--- config.mk ---
export PLATFORM = sky130hd
export DESIGN_NAME = bin2bcd_seq
export DESIGN_NICKNAME = d
export VERILOG_FILES = /design/src/rtl/bin2bcd_seq_pkg.sv /design/src/rtl/bin2bcd_seq_adjust.sv /design/src/rtl/bin2bcd_seq.sv
export SDC_FILE = /design/constraint.sdc
export NUM_CORES = 1
export LEC_CHECK = 0
export ABC_AREA = 1
export CAP_MARGIN = 5
export CORE_ASPECT_RATIO = 1.4
export CORE_MARGIN = 1
export CORE_UTILIZATION = 52
export DETAILED_ROUTE_END_ITERATION = 6
export GPL_TIMING_DRIVEN = 0
export PLACE_DENSITY = 0.8
export SYNTH_ARGS = -nofsm -noshare
export SYNTH_HDL_FRONTEND = slang
export SYNTH_SLANG_ARGS = --single-unit
--- constraint.sdc ---
create_clock -name clk -period 1.78 [get_ports clk]
set_clock_uncertainty 0.15 [all_clocks]
set_input_delay 0.356 -clock clk [delete_from_list [all_inputs] [get_ports clk]]
set_output_delay 0.356 -clock clk [all_outputs]
set_load 0.005 [all_outputs]
--- src/rtl/bin2bcd_seq_pkg.sv ---
// Shared types and constants for the sequential binary-to-BCD converter.
package bin2bcd_seq_pkg;

  typedef enum logic [0:0] {
    IDLE = 1'b0,
    CONV = 1'b1
  } state_e;

  // A nibble at or above this value must be corrected before the next shift
  localparam logic [3:0] ADJ_THRESH = 4'd5;
  // Correction added to a nibble so that doubling it carries into the next digit
  localparam logic [3:0] ADJ_ADD    = 4'd3;

  // 10^n as a 64-bit value, used for the overflow compare
  function automatic logic [63:0] pow10(input int unsigned n);
    logic [63:0] r;
    r = 64'd1;
    for (int unsigned i = 0; i < n; i++) begin
      r = r * 64'd10;
    end
    return r;
  endfunction

endpackage

--- src/rtl/bin2bcd_seq_adjust.sv ---
// One BCD digit correction step: add 3 when the nibble is 5 or more.
module bcd_adjust_nibble
  import bin2bcd_seq_pkg::*;
(
  input  logic [3:0] nib_i,
  output logic [3:0] nib_o
);

  // Correct the nibble so the following left shift produces a valid BCD carry
  always_comb begin
    nib_o = nib_i;
    if (nib_i >= ADJ_THRESH) begin
      nib_o = nib_i + ADJ_ADD;
    end else begin
      nib_o = nib_i;
    end
  end

endmodule

--- src/rtl/bin2bcd_seq.sv ---
// Sequential double-dabble binary-to-BCD converter with leading-zero blank mask.
// Outputs are updated only on the done edge so a display never sees partial digits.
module bin2bcd_seq
  import bin2bcd_seq_pkg::*;
#(
  parameter int unsigned WIDTH  = 8,
  parameter int unsigned DIGITS = 3
) (
  input  logic                  clk,
  input  logic                  rst_n,
  input  logic                  start,
  input  logic [WIDTH-1:0]      bin_in,
  input  logic                  sign_in,
  output logic                  busy,
  output logic                  done,
  output logic [4*DIGITS-1:0]   bcd_out,
  output logic                  sign_out,
  output logic [DIGITS-1:0]     blank_out,
  output logic                  ovf
);

  localparam int unsigned BW  = 4 * DIGITS;
  localparam int unsigned SRW = BW + WIDTH;
  localparam int unsigned CW  = $clog2(WIDTH + 1);
  localparam logic [CW-1:0] LAST_CNT = CW'(WIDTH - 1);
  localparam logic [63:0]   LIMIT    = pow10(DIGITS);

  state_e             state_q, state_d;
  logic [SRW-1:0]     sr_q, sr_d;
  logic [CW-1:0]      cnt_q, cnt_d;
  logic               sign_lat_q, sign_lat_d;
  logic               ovf_lat_q, ovf_lat_d;
  logic [BW-1:0]      bcd_q, bcd_d;
  logic               sign_q, sign_d;
  logic [DIGITS-1:0]  blank_q, blank_d;
  logic               ovf_q, ovf_d;
  logic               done_q, done_d;

  logic [BW-1:0]      adj_s;
  logic [SRW-1:0]     sr_shift_s;
  logic [DIGITS-1:0]  blank_s;
  logic               zero_run_s;

  // One correction unit per BCD digit of the shift register
  for (genvar d = 0; d < DIGITS; d++) begin : g_adj
    bcd_adjust_nibble u_adj (
      .nib_i (sr_q[WIDTH + 4*d +: 4]),
      .nib_o (adj_s[4*d +: 4])
    );
  end

  // Corrected digits plus remaining binary bits, shifted left once; the top carry is dropped
  assign sr_shift_s = {adj_s, sr_q[WIDTH-1:0]} << 1;

  // Blank a digit when it and every more significant digit are zero; ones never blanks
  always_comb begin
    blank_s    = '0;
    zero_run_s = 1'b1;
    for (int i = int'(DIGITS) - 1; i >= 1; i--) begin
      zero_run_s = zero_run_s & (sr_shift_s[WIDTH + 4*i +: 4] == 4'd0);
      blank_s[i] = zero_run_s;
    end
  end

  // FSM next state, shift/count datapath and done-edge output capture
  always_comb begin
    state_d    = state_q;
    sr_d       = sr_q;
    cnt_d      = cnt_q;
    sign_lat_d = sign_lat_q;
    ovf_lat_d  = ovf_lat_q;
    bcd_d      = bcd_q;
    sign_d     = sign_q;
    blank_d    = blank_q;
    ovf_d      = ovf_q;
    done_d     = 1'b0;
    case (state_q)
      IDLE: begin
        if (start) begin
          sr_d       = {{BW{1'b0}}, bin_in};
          sign_lat_d = sign_in;
          ovf_lat_d  = (64'(bin_in) >= LIMIT);
          cnt_d      = '0;
          state_d    = CONV;
        end else begin
          state_d    = IDLE;
        end
      end
      CONV: begin
        sr_d  = sr_shift_s;
        cnt_d = cnt_q + CW'(1);
        if (cnt_q == LAST_CNT) begin
          bcd_d   = sr_shift_s[SRW-1 -: BW];
          sign_d  = sign_lat_q;
          ovf_d   = ovf_lat_q;
          blank_d = blank_s;
          done_d  = 1'b1;
          state_d = IDLE;
        end else begin
          state_d = CONV;
        end
      end
      default: begin
        state_d = IDLE;
      end
    endcase
  end

  // State and datapath registers, cleared asynchronously
  always_ff @(posedge clk or negedge rst_n) begin
    if (!rst_n) begin
      state_q    <= IDLE;
      sr_q       <= '0;
      cnt_q      <= '0;
      sign_lat_q <= 1'b0;
      ovf_lat_q  <= 1'b0;
      bcd_q      <= '0;
      sign_q     <= 1'b0;
      blank_q    <= '0;
      ovf_q      <= 1'b0;
      done_q     <= 1'b0;
    end else begin
      state_q    <= state_d;
      sr_q       <= sr_d;
      cnt_q      <= cnt_d;
      sign_lat_q <= sign_lat_d;
      ovf_lat_q  <= ovf_lat_d;
      bcd_q      <= bcd_d;
      sign_q     <= sign_d;
      blank_q    <= blank_d;
      ovf_q      <= ovf_d;
      done_q     <= done_d;
    end
  end

  assign busy      = (state_q == CONV);
  assign done      = done_q;
  assign bcd_out   = bcd_q;
  assign sign_out  = sign_q;
  assign blank_out = blank_q;
  assign ovf       = ovf_q;

endmodule
==> key figures, run 1 <==
Pwr
  • Total Power: roughly 4.1 mW
  • VDD IR-drop max: 0.0009870 V
  • PD cells: 1732 mW/mm²
  • Leakage power: 1.179 nW

STA
  • Max Freq: approximately 590 MHz
  • Final Hold Fails: 0
  • Max-slew violations: 0
  • Min Clock Period, post-route: 1.683 ns
  • Final period util: 0.9452
  • Final setup violation count: 0
  • Slew @ Worst Pin: 0.5315 ns
  • Slew headroom: 0.6456

Routing
  • Post-route DRC: 0
  • Via Count: between 1500 and 2000
  • WL per Instance: 12.36 µm
  • Vias per std cell: 5.225
  • DR pass1 iterations: 4
  • Antenna viol nets, final: 0
  • Initial DRC Count: 39
  • Final WL: about 3.7 mm

Clock tree
  • Cts bufs inserted: 5
  • Root Buffer: clkbuf_8
  • H-tree lvl count: 2
  • CTS tree: done
  • Clock Sinks: 42
  • Maximum clock path buffer count: 2
  • Worst skew pair latency: about 0.30 ns
  • Clock Pin Slew Worst Setup and Hold Paths: around 0.08 ns

Global route
  • Initial antenna violation count: 0
  • Remaining global-route overflow: 0
  • Vias in the first global route: 1430
  • Maximum number of pins on one net before global-route repair: 34
  • First-pass GRT wire length: 6.092 mm
  • Overall Global Routing Usage: 0.2176

Cells and area
  • Share of cells above drive strength 1: 0.09160
  • Fillers: between 200 and 300
  • Number of diodes: 0
  • Syn-to-layout area delta: 24.25%
  • Fin nets: 280
  • Fin cells: 302
  • Cell area after layout: 0.002391 mm²

Logic synthesis
  • Sequential area share after synthesis: 0.5462
  • Gate Count Post-Synth: 222
  • Seq cells post-synth: 42
  • Mapped cell area: a little under 0.002 mm²
  • Synth warnings: 0
  • Yosys cell types: 24
  • Mean Syn Cell Area: approximately 8.7 µm²

Status
  • Outcome: finished, final reports clean

Placement
  • PortBufs: 28
  • Dpl hpwl: 2.687 mm
  • Gpl congestion: between 0.9 and 1
  • Placed instance count: 292
  • Placement Cell Area: 0.002273 mm²

Die
  • Ports: 31
  • Die ar.: just under 0.004 mm²
  • Initial Util: 0.5593
  • Die W: 53.42 µm
  • Die Y: between 70 and 80 µm
  • Core area: 0.003441 mm²
  • Num rows: 25

Worst setup path
  • Worst Path Class, Setup: reg2out
  • CP Buf/Inv Count: 1
  • Crit path arrival time: 1.18 ns
  • Required time worst endpoint: 1.27 ns
  • Crit-path max FO: 2
  • Top cell family by delay on the critical path: buffers and inverters
  • CP max stage cell: clkdlybuf4s50_1
  • Worst-path cell chain: clkdlybuf4s50_1
  • Slowest cell delay on critical path: 0.51 ns
  • CP Launch Type: flop
  • Worst setup EP type: output pin

Flow run
  • Max Cap Viol: 0

Hold path
  • Worst min path class: in2async
==> per-stage QoR <==
step           hold slack, ns  setup slack (ns)  utilization  setup TNS, ns
2_1_floorplan        -0.08959            0.3409            -              0
3_3_place_gp           0.3133           -0.8234       0.6564         -34.50
3_5_place_dp          0.08598            0.1185       0.6607              0
4_1_cts                0.3082           0.09592       0.6935              0
5_1_grt                0.3236          -0.02345       0.6949       -0.02345
6_report               0.3026           0.09750       0.6949              0
==> power by group <==
part | switching [mW] | internal [mW] | leakage [nW] | total (mW)
combinational | 1.07 | 0.819 | 0.605 | 1.89
clock | 0.321 | 0.311 | 0.0472 | 0.633
sequential | 0.242 | 1.38 | 0.527 | 1.62
total | 1.63 | 2.51 | 1.18 | 4.14
==> registers in the layout (all words and copies together), names as in the netlist <==
signal / cells
busy: 1
done: 1
sign_lat_q: 1
sr_q: 20
sign_out: 1
cnt_q: 4
bcd_out: 12
blank_out: 2
==> cell usage after synthesis, drive strengths merged <==
cell | number | area share
dfrtp | 42 | 0.55
xor2 | 1 | 0.0046
ha | 7 | 0.046
o21ai | 22 | 0.057
a22oi | 1 | 0.0039
inv | 24 | 0.047
a31oi | 2 | 0.0065
nor2 | 12 | 0.025
a21oi | 1 | 0.0046
a22o | 1 | 0.0046
o22ai | 9 | 0.029
nand2 | 71 | 0.14
nand4 | 4 | 0.013
clkbuf | 2 | 0.0039
buf | 6 | 0.018
nand3 | 14 | 0.039
o211ai | 2 | 0.0078
conb | 1 | 0.0019
==> path summary, 6_finish.rpt <==
| check | start | to | slack, ns | depth (start not counted) |
|---|---|---|---|---|
| worst min-delay path | rst_n | sr_q[10] | 0.30 | 2 |
| worst min register to register | bcd_out[3] | bcd_out[3] | 0.33 | 2 |
| worst max register to register | sr_q[16] | blank_out[1] | 0.1 | 11 |
| min in group clk | bcd_out[3] | bcd_out[3] | 0.33 | 2 |
| max in group asynchronous | rst_n | bcd_out[4] | 0.75 | 3 |
| worst max-delay path | busy | busy | 0.1 | 1 |
==> final cells by class <==
cell class,instances,area (µm²),area share
Sequential cell,42,1051,0.4396
Multi-Input combinational cell,149,749.5,0.3134
Timing Repair Buffer,31,312.8,0.1308
Inverter,24,90.09,0.03768
Clock buffer,6,82.58,0.03454
Tap cell,40,50.05,0.02093
Buffer,8,42.54,0.01779
Clock inverter,2,12.51,0.005233
==> kinds of logic after synthesis <==
kind of cell / synth area share
AO/OA/AOI/OAI: 0.1138
XOR/XNOR: 0.004552
adder cells (fa/ha/maj): 0.04551
buffers and inverters: 0.06892
flip-flops: 0.5462
other: 0.001949
AND/OR/NAND/NOR: 0.2191
==> timing repair <==
action | 4_1_cts | 5_1_grt
setup buffers | 1 | 0
hold endpoints to repair | 9 | 0
hold buffers | 1 | 0
setup endpoints to repair | 1 | 1
resized for setup | 0 | 1
==> metal layers <==
metal	track usage	part of all wire	up-vias
li1	-	-	793
met1	0.2558	0.44	729
met2	0.3653	0.50	47
met3	0.05726	0.038	9
met4	0.09942	0.022	0
met5	0	0	-
==> cells in the final DEF, fill, tap and decap left out <==
cell             count
a21oi_2              1
a22o_1               1
a22oi_1              1
a31oi_1              2
buf_12               1
buf_2                5
buf_4                3
clkbuf_1             2
clkbuf_8             6
clkdlybuf4s50_1     27
clkinv_2             1
clkinvlp_4           1
conb_1               2
dfrtp_1             42
dlygate4sd3_1        1
ha_1                 7
inv_1               22
inv_2                2
nand2_1             70
nand2_4              1
nand3_1             12
nand3_2              2
nand4_1              4
nor2_1              11
nor2_2               1
o211ai_1             2
o21ai_0             21
o21ai_1              1
o22ai_1              9
xor2_1               1
No activity file was read; power rests on OpenSTA's default activity.
==> inputs of run 2 (changes only) <==
--- a/config.mk
+++ b/config.mk
@@ -9,10 +9,11 @@
 export CAP_MARGIN = 5
 export CORE_ASPECT_RATIO = 1.4
 export CORE_MARGIN = 1
-export CORE_UTILIZATION = 52
+export CORE_UTILIZATION = 55
+export CTS_BUF_LIST = sky130_fd_sc_hd__clkbuf_4 sky130_fd_sc_hd__clkbuf_8
 export DETAILED_ROUTE_END_ITERATION = 6
 export GPL_TIMING_DRIVEN = 0
-export PLACE_DENSITY = 0.8
+export PLACE_DENSITY = 0.84
 export SYNTH_ARGS = -nofsm -noshare
 export SYNTH_HDL_FRONTEND = slang
 export SYNTH_SLANG_ARGS = --single-unit
==> run 2 against run 1 <==
  * Critical path depth is the same
  * First-iteration DRC count is 49% higher
  * Clock-buffer cell count up 1
  * Fmax is 2.1% lower
  * Setup slack got worse by 0.037 ns
  * Global-route usage grew 4.6 points
  * Via count is 3.2% higher
  * Sequential share of layout area rose by 0.42 points
  * Combinational power rose by 7%
  * Total power up 2.6%
  * Register-to-register slack worse by 0.04 ns
==> key figures, run 2 (synthesized netlist as in run 1, its figures left out) <==
STA
  • Slew @ Worst Pin: 0.9188 ns
  • Max-slew violations: 0
  • Setup Total Neg Slack: 0 ns
  • Slew headroom: 0.3875
  • Final setup violation count: 0
  • Max Freq: 581.7 MHz
  • Final Hold Fails: 0
  • Fin Hold WS: between 0.04 and 0.05 ns
  • Min Clock Period, post-route: 1.719 ns
  • Final period util: 0.9658

Worst setup path
  • Required time worst endpoint: between 1 and 1.5 ns
  • Worst setup EP type: output pin
  • Crit path arrival time: 1.21 ns
  • CP Launch Type: flop
  • Cells on worst reg2reg path: 11
  • CP Buf/Inv Count: 1
  • CP max stage cell: clkdlybuf4s50_1
  • Top cell family by delay on the critical path: buffers and inverters
  • Slowest cell delay on critical path: approximately 0.5 ns
  • Worst-path cell chain: clkdlybuf4s50_1
  • Crit-path max FO: 6
  • Critical path depth: 1
  • Worst Path Class, Setup: reg2out

Clock tree
  • Clock Pin Slew Worst Setup and Hold Paths: roughly 0.07 ns
  • Root Buffer: clkbuf_8
  • Cts bufs inserted: 5
  • Worst skew pair latency: roughly 0.29 ns
  • Clock Sinks: 42
  • CTS tree: done
  • Maximum clock path buffer count: 2
  • H-tree lvl count: 2

Cells and area
  • Fin nets: 280
  • Final Util: 0.7084
  • Cell area after layout: roughly 0.0024 mm²
  • Number of diodes: 0
  • Most common cell after layout, fill and taps aside: nand2_1
  • Commonest cells after routing, fill and taps aside: nand2_1 (69), dfrtp_1 (41), clkdlybuf4s50_1 (27)
  • Largest register FFs: 20
  • Share of cells above drive strength 1: 0.1034
  • Top reg by flops: sr_q
  • Fillers: 263
  • Syn-to-layout area delta: 23.21%

Die
  • Die Y: around 70 µm
  • Ports: 31
  • Core area: 0.003347 mm²
  • Die W: 51.99 µm
  • Initial Util: 0.5750
  • Die ar.: around 0.0037 mm²
  • Num rows: 25

Placement
  • Placement Cell Area: 0.002253 mm²
  • Gpl congestion: 0.9056
  • PortBufs: 28
  • Dpl hpwl: between 2 and 3 mm

Global route
  • Overall Global Routing Usage: 0.2640
  • Maximum number of pins on one net before global-route repair: 43
  • Vias in the first global route: 1642
  • Remaining global-route overflow: 0
  • First-pass GRT wire length: 7.141 mm
  • Initial antenna violation count: 0

Hold path
  • Worst min path class: in2async

Routing
  • DR pass1 iterations: 4
  • Final WL: 4.225 mm
  • Antenna viol nets, final: 0
  • WL per Instance: 14.04 µm
  • Initial DRC Count: 58
  • Vias per std cell: 5.409
  • Post-route DRC: 0
  • Via Count: approximately 1600

Pwr
  • PD cells: 1792 mW/mm²
  • Total Power: 4.249 mW
  • Leakage power: ~1.2 nW
  • VDD IR-drop max: ~0.0011 V

Status
  • Outcome: finished, final reports clean

Flow run
  • Max Cap Viol: 0
==> run 2: repair_timing <==
item / 4_1_cts / 5_1_grt
endpoints found under the setup margin: 1 / 3
buffers inserted: 0 / 3
resized for setup: 1 / 3
hold buffers: 0 / 0
==> run 2: final timing paths <==
path / from / end / slack, ns
max: busy / busy / 0.06
min: rst_n / sr_q[5] / 0.05
max reg2reg: sr_q[12] / blank_out[1] / 0.06
min reg2reg: sign_lat_q / sign_out / 0.33
max in group asynchronous: rst_n / busy / 0.80
min in group clk: sign_lat_q / sign_out / 0.33
==> run 2: power breakdown <==
part | switching [mW] | leakage [nW] | internal, mW
Sequential | 0.252 | 0.527 | 1.38
Combinational | 1.17 | 0.602 | 0.850
Clock | 0.299 | 0.0452 | 0.300
==> run 2: through the flow <==
step | worst slack, ns | std cells
floorplan | 0.3409 | 223
global placement | -0.7929 | 291
detailed placement | 0.04448 | 291
CTS | 0.04682 | 298
global route | -0.01471 | 301
finish | 0.06094 | 301
==> run 2: cell type report <==
class                           count  area (µm²)  area share
Clock buffer                        7       83.83     0.03536
Tap cell                           40       50.05     0.02111
Buffer                              8       42.54     0.01794
Inverter                           24       90.09     0.03799
Multi-Input combinational cell    149       754.5      0.3182
Sequential cell                    42        1052      0.4438
Timing Repair Buffer               31       297.8      0.1256
==> run 2: per-layer routing <==
metal | vias up | global-route usage | routed length [µm]
li1 | 797 | - | -
met1 | 765 | 0.2904 | 1701
met2 | 57 | 0.4729 | 2255
met3 | 9 | 0.05451 | 152
met4 | 0 | 0.1201 | 116
met5 | - | 0 | 0
